## src/rtl/lsu_mem_port.sv

```systemverilog
// Core load/store port: checks a request, issues one memory access and returns a masked/extended response.
// Latency 1+MEM_LATENCY cycles (1 on error); req_ready only when idle; the response is held until resp_ready.
module lsu_mem_port #(
  parameter int unsigned MEM_LIMIT   = 64,
  parameter int unsigned I_MEM_SIZE  = 32,
  parameter int unsigned IO_ADDR     = 128,
  parameter int unsigned MEM_LATENCY = 2
) (
  input  logic        clk,
  input  logic        rst,
  input  logic        req_valid,
  output logic        req_ready,
  input  logic        req_we,
  input  logic [31:0] req_addr,
  input  logic [31:0] req_wdata,
  input  logic [1:0]  req_size,
  input  logic        req_sext,
  output logic        resp_valid,
  input  logic        resp_ready,
  output logic [31:0] resp_rdata,
  output logic        resp_err,
  output logic        mem_wr_en,
  output logic [31:0] mem_addr,
  output logic [31:0] mem_wdata,
  output logic [1:0]  mem_size,
  output logic        mem_sz_ex,
  input  logic [31:0] mem_rdata
);
  localparam int CW = $clog2(MEM_LATENCY) + 1;
  localparam logic [31:0]   MEM_LIMIT_A = 32'(MEM_LIMIT);
  localparam logic [31:0]   I_MEM_A     = 32'(I_MEM_SIZE);
  localparam logic [31:0]   IO_A        = 32'(IO_ADDR);
  localparam logic [CW-1:0] WAIT_LAST   = CW'(MEM_LATENCY - 1);

  typedef enum logic [1:0] {IDLE, ISSUE, WAIT, RESP} state_t;

  state_t        state_q;
  logic          req_ready_q, resp_valid_q, resp_err_q;
  logic [31:0]   resp_rdata_q;
  logic          mem_wr_en_q, mem_sz_ex_q;
  logic [31:0]   mem_addr_q, mem_wdata_q;
  logic [1:0]    mem_size_q;
  logic          we_q, sext_q;
  logic [1:0]    size_q;
  logic [CW-1:0] cnt_q;

  logic        is_io, is_imem, acc_err, done;
  logic [31:0] load_d;

  always_comb begin
    is_io   = (req_addr == IO_A);
    is_imem = (req_addr < I_MEM_A);
    acc_err = (req_size == 2'b11)
           || ((req_size == 2'b01) && req_addr[0])
           || ((req_size == 2'b10) && (req_addr[1:0] != 2'b00))
           || (!(req_addr < MEM_LIMIT_A) && !is_io)
           || (req_we && is_imem);
    done    = ((state_q == ISSUE) && (MEM_LATENCY == 1))
           || ((state_q == WAIT) && (cnt_q == WAIT_LAST));
  end

  // Memory returns right-aligned data; only masking and extension happen here.
  always_comb begin
    case (size_q)
      2'b00:   load_d = {{24{sext_q & mem_rdata[7]}}, mem_rdata[7:0]};
      2'b01:   load_d = {{16{sext_q & mem_rdata[15]}}, mem_rdata[15:0]};
      default: load_d = mem_rdata;
    endcase
    if (we_q) load_d = '0;
  end

  always_ff @(posedge clk) begin
    if (rst) begin
      state_q      <= IDLE;
      req_ready_q  <= 1'b1;
      resp_valid_q <= 1'b0;
      resp_err_q   <= 1'b0;
      resp_rdata_q <= '0;
      mem_wr_en_q  <= 1'b0;
      mem_addr_q   <= '0;
      mem_wdata_q  <= '0;
      mem_size_q   <= '0;
      mem_sz_ex_q  <= 1'b0;
      we_q         <= 1'b0;
      size_q       <= '0;
      sext_q       <= 1'b0;
      cnt_q        <= '0;
    end else begin
      case (state_q)
        IDLE: if (req_valid) begin
          we_q        <= req_we;
          size_q      <= req_size;
          sext_q      <= req_sext;
          req_ready_q <= 1'b0;
          if (acc_err) begin
            state_q      <= RESP;
            resp_valid_q <= 1'b1;
            resp_err_q   <= 1'b1;
            resp_rdata_q <= '0;
          end else begin
            state_q     <= ISSUE;
            mem_wr_en_q <= req_we;
            mem_addr_q  <= req_addr;
            mem_wdata_q <= req_wdata;
            // IO and instruction space are always accessed as whole words.
            mem_size_q  <= (is_io || is_imem) ? 2'b10 : req_size;
            mem_sz_ex_q <= (is_io || is_imem) ? 1'b0 : req_sext;
          end
        end
        ISSUE: begin
          mem_wr_en_q <= 1'b0;
          if (!done) begin
            state_q <= WAIT;
            cnt_q   <= CW'(1);
          end
        end
        WAIT: if (!done) cnt_q <= cnt_q + 1'b1;
        RESP: if (resp_ready) begin
          state_q      <= IDLE;
          req_ready_q  <= 1'b1;
          resp_valid_q <= 1'b0;
          resp_err_q   <= 1'b0;
          resp_rdata_q <= '0;
        end
        default: state_q <= IDLE;
      endcase
      if (done) begin
        state_q      <= RESP;
        resp_valid_q <= 1'b1;
        resp_err_q   <= 1'b0;
        resp_rdata_q <= load_d;
        cnt_q        <= '0;
        mem_addr_q   <= '0;
        mem_wdata_q  <= '0;
        mem_size_q   <= '0;
        mem_sz_ex_q  <= 1'b0;
      end
    end
  end

  assign req_ready  = req_ready_q;
  assign resp_valid = resp_valid_q;
  assign resp_err   = resp_err_q;
  assign resp_rdata = resp_rdata_q;
  assign mem_wr_en  = mem_wr_en_q;
  assign mem_addr   = mem_addr_q;
  assign mem_wdata  = mem_wdata_q;
  assign mem_size   = mem_size_q;
  assign mem_sz_ex  = mem_sz_ex_q;
endmodule

```

## config.mk

```make
export PLATFORM = sky130hd
export DESIGN_NAME = lsu_mem_port
export DESIGN_NICKNAME = d
export VERILOG_FILES = /design/src/rtl/lsu_mem_port.sv
export SDC_FILE = /design/constraint.sdc
export NUM_CORES = 1
export LEC_CHECK = 0
export ABC_AREA = 1
export BUFFER_PORTS_ARGS = -buffer_cell sky130_fd_sc_hd__buf_4
export CAP_MARGIN = 10
export CORE_ASPECT_RATIO = 0.6
export CORE_MARGIN = 2
export CORE_UTILIZATION = 50
export DETAILED_ROUTE_END_ITERATION = 8
export PLACE_DENSITY = 0.85
export SYNTH_ARGS = -nofsm -noshare
export SYNTH_HDL_FRONTEND = slang
export SYNTH_SLANG_ARGS = --single-unit
```

## constraint.sdc

```tcl
create_clock -name clk -period 2.97 [get_ports clk]
set_clock_uncertainty 0.1 [all_clocks]
set_input_delay 0.297 -clock clk [delete_from_list [all_inputs] [get_ports clk]]
set_output_delay 0.297 -clock clk [all_outputs]
set_load 0.02 [all_outputs]
```

==> flow_summary.toml, run 1 <==
[run_status]
status = "finished, final reports clean"

[cells_and_area]
n_antenna_cell = 0
n_fill_cell = 670
syn2layout_area_growth_pct = 41.1
drive_gt1_share_pct = 32.5
fin_cells = 856
nNetsFinal = 849

[critical_path]
crit_arrival_ns = 2.53
crit_path_max_fanout = 34
critical-path-max-stage-delay_ns = 0.49
path_common_cell = "inv_1"
crit_slowest_cell = "nand2_2"
required_ns = 3.14
critical_path.endpoint_type = "register"
r2r_cells = 9
crit_type = "register to register"
worstSetupStartpointType = "register"
crit_chain = "inv_1 -> ha_1 -> nand2_2 -> inv_1 -> o21ai_1 -> inv_1 -> nand2_2 -> nand4_1 -> a21oi_1"

[synth]
synth-edff-count = 0
syn_avg_cell_area_um2 = 7.90
synth_area_leader_cell = "dfxtp_1"
synth.most_common_cell = "dfxtp_1"
synth_seq_area_share_pct = 50.6
synthCells = 556
yosys-top-cells-count = "dfxtp_1 (111), nor2_1 (97), nand2_1 (54), o21ai_0 (53), inv_1 (43)"
ys_ff_latch = 111
ys_types = 33
synth_top_area_share_pct = 50.6
async_reset_ff_share_pct = 0
synth_area_leaders = "dfxtp_1 (51%), nor2_1 (8.3%), o21ai_0 (6.0%)"
yosysWarningCount = 0
ys.flop_type = "dfxtp_1"
syn-num-nets = 665
syn-cell-area_mm2 = 0.00439

[placement]
place_congestion = 0.901
hpwlAfterDp_um = 8840
portBuffers = 206
dpl.cell_count = 841

[global_routing]
grt_max_degree = 66
antenna_found_initial = 0
grt_pass1_wl_um = 21000
use_met1_pct = 33.0
grtUsageMet2_pct = 41.9
grt.overflow.total = 0
busiest_layer = "met2"
grt_pass1_vias = 4518
gr-usage-met3_pct = 10.1
grt.total_usage_pct = 26.4

[detailed_routing]
wire_per_inst_um = 14.7
wl_um = 12600
via_count = 4459
drc = 0
drtAntennaViolNets = 0
via_per_inst = 5.21
drtIter0Drc = 254
drt-pass1-iter-count = 4

[floorplanning]
start_util_pct = 51.5
coreArea_mm2 = 0.00852
fp-row-count = 26
io_pins = 207
die_w_um = 125
dieHeight_um = 76.6
die_area_mm2 = 0.00957

[sta]
max_slew_margin_pct = 56.4
drv_slew = 0
worst_pin_slew_ns = 0.652
rsz0062_at_grt = "false"
max_freq_mhz = 423
hold_viol = 0
fin_crit_sh_pct = 79.6
fin_crit_ns = 2.37
finalSetupViolations = 0
final.setup.tns_ns = 0

[clocking]
clock-root-buffer = "clkbuf_16"
clkLatencyLatePin_ns = 0.34
cts_tree = "yes"
cts_hold_buf = 0
cts_buffer_depth = 2
htreeDepth = 3
post_cts_buffers = 0
clk_pin_slew_worst_paths_ns = 0.07
post_cts_resized = 0
cts_made_buffers = 9
clock-sinks = 111

[worst_hold_path]
hp-class = "primary input to register"
holdPathStages = 3

[power_and_ir_drop]
p_leak_uw = 0.00309
ir_drop_mv = 0.339
power_density_mw_per_mm2 = 569

[job]
max_cap_viol_count = 0
==> final timing paths <==
| path | start | slack [ns] | end |
|---|---|---|---|
| worst min register to register | mem_addr[6] | 0.36 | mem_addr[6] |
| worst min-delay path | req_wdata[2] | 0.08 | mem_wdata[2] |
| worst max register to register | state_q[0] | 0.60 | resp_rdata[15] |
| worst max-delay path | state_q[0] | 0.60 | resp_rdata[15] |
==> report_power, final <==
group | internal [uW] | switching [uW]
Combinational | 285 | 495
Clock | 593 | 531
Sequential | 1560 | 61.7
==> placed cells by master (no fill, tap or decap), types with 2 or more instances in the layout <==
cell,count
a21oi_1,41
nand2_2,3
nor2_1,96
a31oi_1,2
o22ai_1,2
inv_6,2
nor2_2,8
clkinv_1,2
nand4_1,34
inv_1,42
o21ai_1,5
nand3_1,31
o21ai_0,53
o211ai_1,16
dfxtp_1,111
clkbuf_16,9
nand2_1,54
buf_4,211
ha_1,5
nand3b_1,2
==> worst max-delay path, delay by kind of cell, from the launching register on <==
family                     cells  cell delay [ns]
AOI/OAI and AO/OA              2             0.33
adders and majority gates      1             0.26
buffers and inverters          3             0.35
DFF                            1             0.38
and+or+nand+nor                3             0.87
==> routing by layer <==
layer	routed length, um	part of all wire, %
met1	5510	44
met4	304	2.4
met5	0	0
met2	5620	45
met3	1150	9.1
==> sequential cells by signal, indices dropped and copies added (netlist names) <==
| register | flops |
|---|---|
| mem_addr | 32 |
| mem_wdata | 32 |
| resp_rdata | 32 |
| cnt_q | 2 |
| mem_size | 2 |
| size_q | 2 |
| state_q | 2 |
| mem_sz_ex | 1 |
| mem_wr_en | 1 |
| req_ready | 1 |
| resp_err | 1 |
| resp_valid | 1 |
| sext_q | 1 |
| we_q | 1 |
==> metrics by stage <==
stage / total power (uW) / worst slack [ns] / instance area, um^2 / hold slack (ns) / util [%]
CTS: 3550 / 0.634 / 6200 / 0.0630 / 72.7
detailed placement: 2420 / 0.708 / 5930 / 0.349 / 69.5
global placement: 2380 / 0.857 / 5930 / 0.342 / 69.5
global route: 3690 / 0.362 / 6200 / 0.0827 / 72.7
finish: 3530 / 0.605 / 6200 / 0.0755 / 72.7
floorplan: 2150 / 1.24 / 4390 / 0.325 / -
==> layout make-up <==
class / count / area, um^2 / area share [%]
clock buffers: 11 / 243 / 3.92
clock inverters: 4 / 30.0 / 0.484
inverters: 45 / 169 / 2.73
multi-input cells: 361 / 1790 / 28.9
flip-flops and latches: 111 / 2220 / 35.8
well taps: 112 / 140 / 2.26
repair buffers: 212 / 1600 / 25.9
==> kinds of logic after synthesis <==
| group | count (synthesis) | share of synthesized area, % |
|---|---|---|
| AOI/OAI and AO/OA | 121 | 15.0 |
| adders and majority gates | 5 | 1.42 |
| and+or+nand+nor | 235 | 24.3 |
| buffers and inverters | 84 | 8.69 |
| DFF | 111 | 50.6 |
(Power assumes the default switching activity.)
==> inputs of run 2 (changes only) <==
==> config.mk (replaced) <==
export PLATFORM = sky130hd
export DESIGN_NAME = lsu_mem_port
export DESIGN_NICKNAME = d
export VERILOG_FILES = /design/src/rtl/lsu_mem_port.sv
export SDC_FILE = /design/constraint.sdc
export NUM_CORES = 1
export LEC_CHECK = 0
export ABC_AREA = 0
export BUFFER_PORTS_ARGS = -buffer_cell sky130_fd_sc_hd__buf_4
export CAP_MARGIN = 10
export CORE_ASPECT_RATIO = 0.6
export CORE_MARGIN = 2
export CORE_UTILIZATION = 41
export DETAILED_ROUTE_END_ITERATION = 8
export PLACE_DENSITY = 0.75
export SYNTH_ARGS = -nofsm -noshare
export SYNTH_HDL_FRONTEND = slang
export SYNTH_SLANG_ARGS = --single-unit
==> constraint.sdc (replaced) <==
create_clock -name clk -period 2.07 [get_ports clk]
set_clock_uncertainty 0.1 [all_clocks]
set_input_delay 0.207 -clock clk [delete_from_list [all_inputs] [get_ports clk]]
set_output_delay 0.207 -clock clk [all_outputs]
set_load 0.02 [all_outputs]
==> flow_summary.toml, run 2 <==
[run_status]
status = "finished, final reports clean"

[cells_and_area]
n_fill_cell = 880
multi_input_area_mm2 = 0.00183
nNetsFinal = 780
layout_commonest_cell = "buf_4"
fin_cells = 810
final_cell_mix = "buf_4 (233), dfxtp_1 (111), o21ai_0 (52), a21oi_1 (52), nand3_1 (43)"
syn2layout_area_growth_pct = 51.4
final-seq-area_mm2 = 0.00222
n_antenna_cell = 0
drive_gt1_share_pct = 38.7

[synth]
ys_ff_latch = 111
yosys-top-cells-count = "dfxtp_1 (111), a21oi_1 (53), o21ai_0 (52), nand3_1 (43), clkbuf_1 (34)"
syn-num-nets = 566
ys_types = 43
syn-cell-area_mm2 = 0.00423
async_reset_ff_share_pct = 0
synth_area_leaders = "dfxtp_1 (53%), a22o_1 (6.4%), a21oi_1 (6.3%)"
synth_seq_area_share_pct = 52.5
syn_avg_cell_area_um2 = 9.26
synth_area_leader_cell = "dfxtp_1"
synthCells = 457
synth-edff-count = 0
ys.flop_type = "dfxtp_1"
synth.most_common_cell = "dfxtp_1"
yosysWarningCount = 0
synth_top_area_share_pct = 52.5

[floorplanning]
coreArea_mm2 = 0.00995
fp-row-count = 28
dieHeight_um = 82.7
die_w_um = 135
io_pins = 207
start_util_pct = 42.5
die_area_mm2 = 0.0112

[sta]
max_freq_mhz = 532
finalSetupViolations = 0
drv_slew = 0
max_slew_margin_pct = 71.7
fin_crit_ns = 1.88
worst_pin_slew_ns = 0.423
rsz0062_at_grt = "false"
hold_viol = 0
fin_crit_sh_pct = 90.8
hold-worst-slack_ns = 0.0108

[detailed_routing]
drtIter0Drc = 217
via_count = 4244
drc = 0
drt-pass1-iter-count = 4
via_per_inst = 5.24
wire_per_inst_um = 15.9
wl_um = 12900
drtAntennaViolNets = 0

[placement]
portBuffers = 206
hpwlAfterDp_um = 9690
place_congestion = 0.826
dpl.cell_count = 788

[power_and_ir_drop]
ir_drop_mv = 0.491
p_leak_uw = 0.00290
power_density_mw_per_mm2 = 835

[critical_path]
r2r_cells = 8
crit_path_max_fanout = 32
crit_chain = "inv_1 -> ha_1 -> a21oi_2 -> o21ai_0 -> buf_4 -> a31oi_4 -> buf_12 -> a22o_1"
critical_path.endpoint_type = "register"
worstReg2RegStart = "state_q[0]"
crit_type = "register to register"
r2r_slack_ns = 0.19
crit_slowest_cell = "dfxtp_1"
crit_start = "state_q[0]"
critical-path-max-stage-delay_ns = 0.38
crit_arrival_ns = 2.06
required_ns = 2.25
critPathBufInv = 3
worstReg2RegEnd = "resp_rdata[16]"
critPathTopFamily = "compound AO/OA/AOI/OAI gates"
worstSetupStartpointType = "register"

[job]
max_cap_viol_count = 0

[clocking]
post_cts_buffers = 0
clkLatencyLatePin_ns = 0.34
clock-sinks = 111
clk_pin_slew_worst_paths_ns = 0.07
clock-root-buffer = "clkbuf_16"
cts_buffer_depth = 2
htreeDepth = 3
cts_made_buffers = 9
cts_tree = "yes"

[worst_hold_path]
min-delay-start = "mem_rdata[7]"
hp-class = "primary input to register"
min_to = "resp_rdata[7]"
holdPathStages = 2

[global_routing]
grt.overflow.total = 0
grt_pass1_vias = 4003
grt_max_degree = 33
grt.total_usage_pct = 22.6
antenna_found_initial = 0
grt_pass1_wl_um = 19800
## run 2: cell count changes after synthesis, moves of 16 or more
cell / delta
nand4_1: -31
nand2_1: -28
inv_1: -39
o211ai_1: -16
nor2_1: -90
a22o_1: +31
and3_1: +24
nand2b_1: +20
## run 2: how the worst max path moves through the flow
stage	cells after the start	end	slack (ns)
after floorplan	8	resp_rdata[17]	0.06
after global placement	7	resp_rdata[28]	-0.007
after global routing	6	mem_wdata[14]	0.04
after CTS	8	resp_rdata[16]	0.20
final	8	resp_rdata[16]	0.19
after detailed placement	7	resp_rdata[16]	-0.07
## run 2: metrics by stage
stage          utilization, %  setup TNS, ns  setup WS [ns]  power [uW]  instance area, um^2
5_1_grt                  64.4              0         0.0378        5610                 6410
2_1_floorplan               -              0         0.0601        3060                 4240
6_report                 64.4              0          0.190        5350                 6410
3_5_place_dp             60.6          -1.77        -0.0734        3570                 6030
3_3_place_gp             60.6        -0.0141       -0.00655        3540                 6030
4_1_cts                  64.3              0          0.203        5380                 6400
## run 2: cells by family after synthesis
| logic type | synth area share (%) |
|---|---|
| adder cells (fa/ha/maj) | 1.48 |
| AND/OR/NAND/NOR | 19.0 |
| buffers and inverters | 4.52 |
| multiplexers | 0.739 |
| flip-flops | 52.5 |
| AO/OA/AOI/OAI | 21.8 |
## run 2: timing repair
action	in CTS	in global routing
gates resized for setup	0	0
hold buffers	6	1
hold endpoints to repair	6	1
## run 2: final cells by class
| class | count | area share [%] |
|---|---|---|
| Clock buffer | 9 | 3.51 |
| Clock inverter | 6 | 1.35 |
| Inverter | 4 | 0.234 |
| Multi-Input combinational cell | 303 | 28.6 |
| Sequential cell | 111 | 34.7 |
| Tap cell | 135 | 2.64 |
| Timing Repair Buffer | 242 | 29.0 |
## run 2: power by group
part / internal (uW) / leakage (uW) / total (uW) / switching (uW)
Sequential: 2230 / 0.000896 / 2300 / 70.9
Clock: 1050 / 0.000151 / 1820 / 765
Combinational: 525 / 0.00185 / 1230 / 708
## run 2: metal layers
metal	wire (um)	track usage (%)	vias up
li1	-	-	2066
met1	5710	30.0	1988
met3	1010	7.45	17
met4	157	5.83	0
met5	0	0	-
met2	6040	35.7	173
==> inputs of run 3 (changes only) <==
--- a/config.mk
+++ b/config.mk
@@ -9,7 +9,6 @@
 export BUFFER_PORTS_ARGS = -buffer_cell sky130_fd_sc_hd__buf_4
 export CAP_MARGIN = 10
 export CORE_ASPECT_RATIO = 0.6
-export CORE_MARGIN = 2
 export CORE_UTILIZATION = 41
 export DETAILED_ROUTE_END_ITERATION = 8
 export PLACE_DENSITY = 0.75
==> flow_summary.toml, run 3 (same netlist as run 2, synthesis figures left out) <==
[critical_path]
worstSetupStartpointType = "register"
critPathTopFamily = "compound AO/OA/AOI/OAI gates"
critical_path.endpoint_type = "register"
critical-path-max-stage-delay_ns = 0.35
crit_arrival_ns = 2.08
crit_path_max_fanout = 32
worstReg2RegStart = "state_q[0]"
crit_type = "register to register"
critPathBufInv = 2
required_ns = 2.21
crit_slowest_cell = "and2_2"
r2r_slack_ns = 0.13
worstReg2RegEnd = "resp_rdata[28]"
crit_chain = "inv_1 -> ha_1 -> and2_2 -> a31oi_4 -> buf_12 -> a22o_2"
r2r_cells = 6

[sta]
rsz0062_at_grt = "false"
max_freq_mhz = 515
fin_crit_sh_pct = 93.7
hold-worst-slack_ns = 0.0173
max_slew_margin_pct = 71.4
drv_slew = 0
fin_crit_ns = 1.94
hold_viol = 0
worst_pin_slew_ns = 0.429
finalSetupViolations = 0

[global_routing]
grt.overflow.total = 0
antenna_found_initial = 0
grt.total_usage_pct = 23.6
grt_pass1_wl_um = 19700
grt_pass1_vias = 4004
grt_max_degree = 35

[run_status]
status = "finished, final reports clean"

[floorplanning]
die_area_mm2 = 0.0107
coreArea_mm2 = 0.00995
dieHeight_um = 80.7
die_w_um = 133
start_util_pct = 42.5
io_pins = 207
fp-row-count = 28

[cells_and_area]
final_util_pct = 64.0
syn2layout_area_growth_pct = 50.6
n_antenna_cell = 0
multi_input_area_mm2 = 0.00183
drive_gt1_share_pct = 38.7
fin_cells = 810
layout_commonest_cell = "buf_4"
final_cell_mix = "buf_4 (233), dfxtp_1 (111), o21ai_0 (52), a21oi_1 (52), nand3_1 (43)"
finish.instance_area_mm2 = 0.00637
nNetsFinal = 780
n_fill_cell = 839
final-seq-area_mm2 = 0.00222

[power_and_ir_drop]
combPwrFrac_pct = 24.1
p_seq_share_pct = 44.3
p_total_uw = 5210
p_sw_share_pct = 30.3
pwr-share-clk_pct = 31.6
ir_drop_mv = 0.485
switching_power_uw = 1580
internal_power_uw = 3630
power_density_mw_per_mm2 = 817
p_leak_uw = 0.00288

[clocking]
cts_tree = "yes"
cts_buffer_depth = 2
clock-root-buffer = "clkbuf_16"
post_cts_buffers = 0
clock-sinks = 111
clkLatencyLatePin_ns = 0.34
htreeDepth = 3
cts_made_buffers = 9
clk_pin_slew_worst_paths_ns = 0.07

[detailed_routing]
via_per_inst = 5.25
drtIter0Drc = 203
drtAntennaViolNets = 0
drt-pass1-iter-count = 4
drc = 0
wire_per_inst_um = 16.0
wl_um = 12900
via_count = 4254

[job]
max_cap_viol_count = 0

[placement]
place_area_mm2 = 0.00601
portBuffers = 206
dpl.cell_count = 787
place_congestion = 0.816
hpwlAfterDp_um = 9320

[worst_hold_path]
holdPathStages = 3
hp-class = "primary input to register"
min_to = "mem_wdata[7]"
min-delay-start = "req_wdata[7]"
## run 3: area by class of cell
| class | instances | share of cell area (%) |
|---|---|---|
| Tap cell | 135 | 2.65 |
| Multi-Input combinational cell | 303 | 28.8 |
| Inverter | 4 | 0.236 |
| Sequential cell | 111 | 34.9 |
| Clock inverter | 4 | 0.471 |
| Timing Repair Buffer | 242 | 29.0 |
| Clock buffer | 11 | 3.97 |
## run 3: power groups by stage
stage                     clock network, uW  registers [uW]  logic, uW
after floorplan                           0            2400        662
after global placement                    0            2340       1180
after detailed placement                  0            2350       1220
after CTS                              1680            2300       1240
after global routing                   1790            2320       1360
final                                  1650            2310       1250
## run 3: repair_timing
item | 4_1_cts | 5_1_grt
hold endpoints to repair | 8 | 0
gates resized for setup | 0 | 1
endpoints found under the setup margin | 0 | 1
hold buffers | 8 | 0
## run 3: worst max-delay path by stage
stage / startpoint / endpoint / slack (ns) / cells after the start
after CTS: state_q[0] / mem_wdata[8] / 0.17 / 6
after detailed placement: req_addr[16] / mem_wdata[0] / -0.04 / 8
after global placement: req_addr[6] / resp_rdata[28] / 0.006 / 7
after global routing: state_q[1] / resp_valid / 0.05 / 7
final: state_q[0] / resp_rdata[28] / 0.13 / 6
after floorplan: state_q[0] / resp_rdata[17] / 0.06 / 8
## run 3: worst min-delay path, cell delays in order
cell	delay, ns
buf_4	0.11
nand3_1	0.05
a21oi_1	0.05
## run 3: metal layers
metal | GRT usage (%) | vias to the layer above | share of wire, %
met2 | 37.6 | 182 | 47
li1 | - | 2071 | -
met4 | 7.39 | 0 | 0.87
met1 | 31.4 | 1991 | 45
met3 | 5.81 | 10 | 6.9
met5 | 0 | - | 0
## run 3: stage by stage
step                setup slack [ns]  setup TNS, ns
detailed placement           -0.0364         -0.653
global placement             0.00598              0
CTS                            0.169              0
global route                  0.0516              0
floorplan                     0.0601              0
finish                         0.130              0
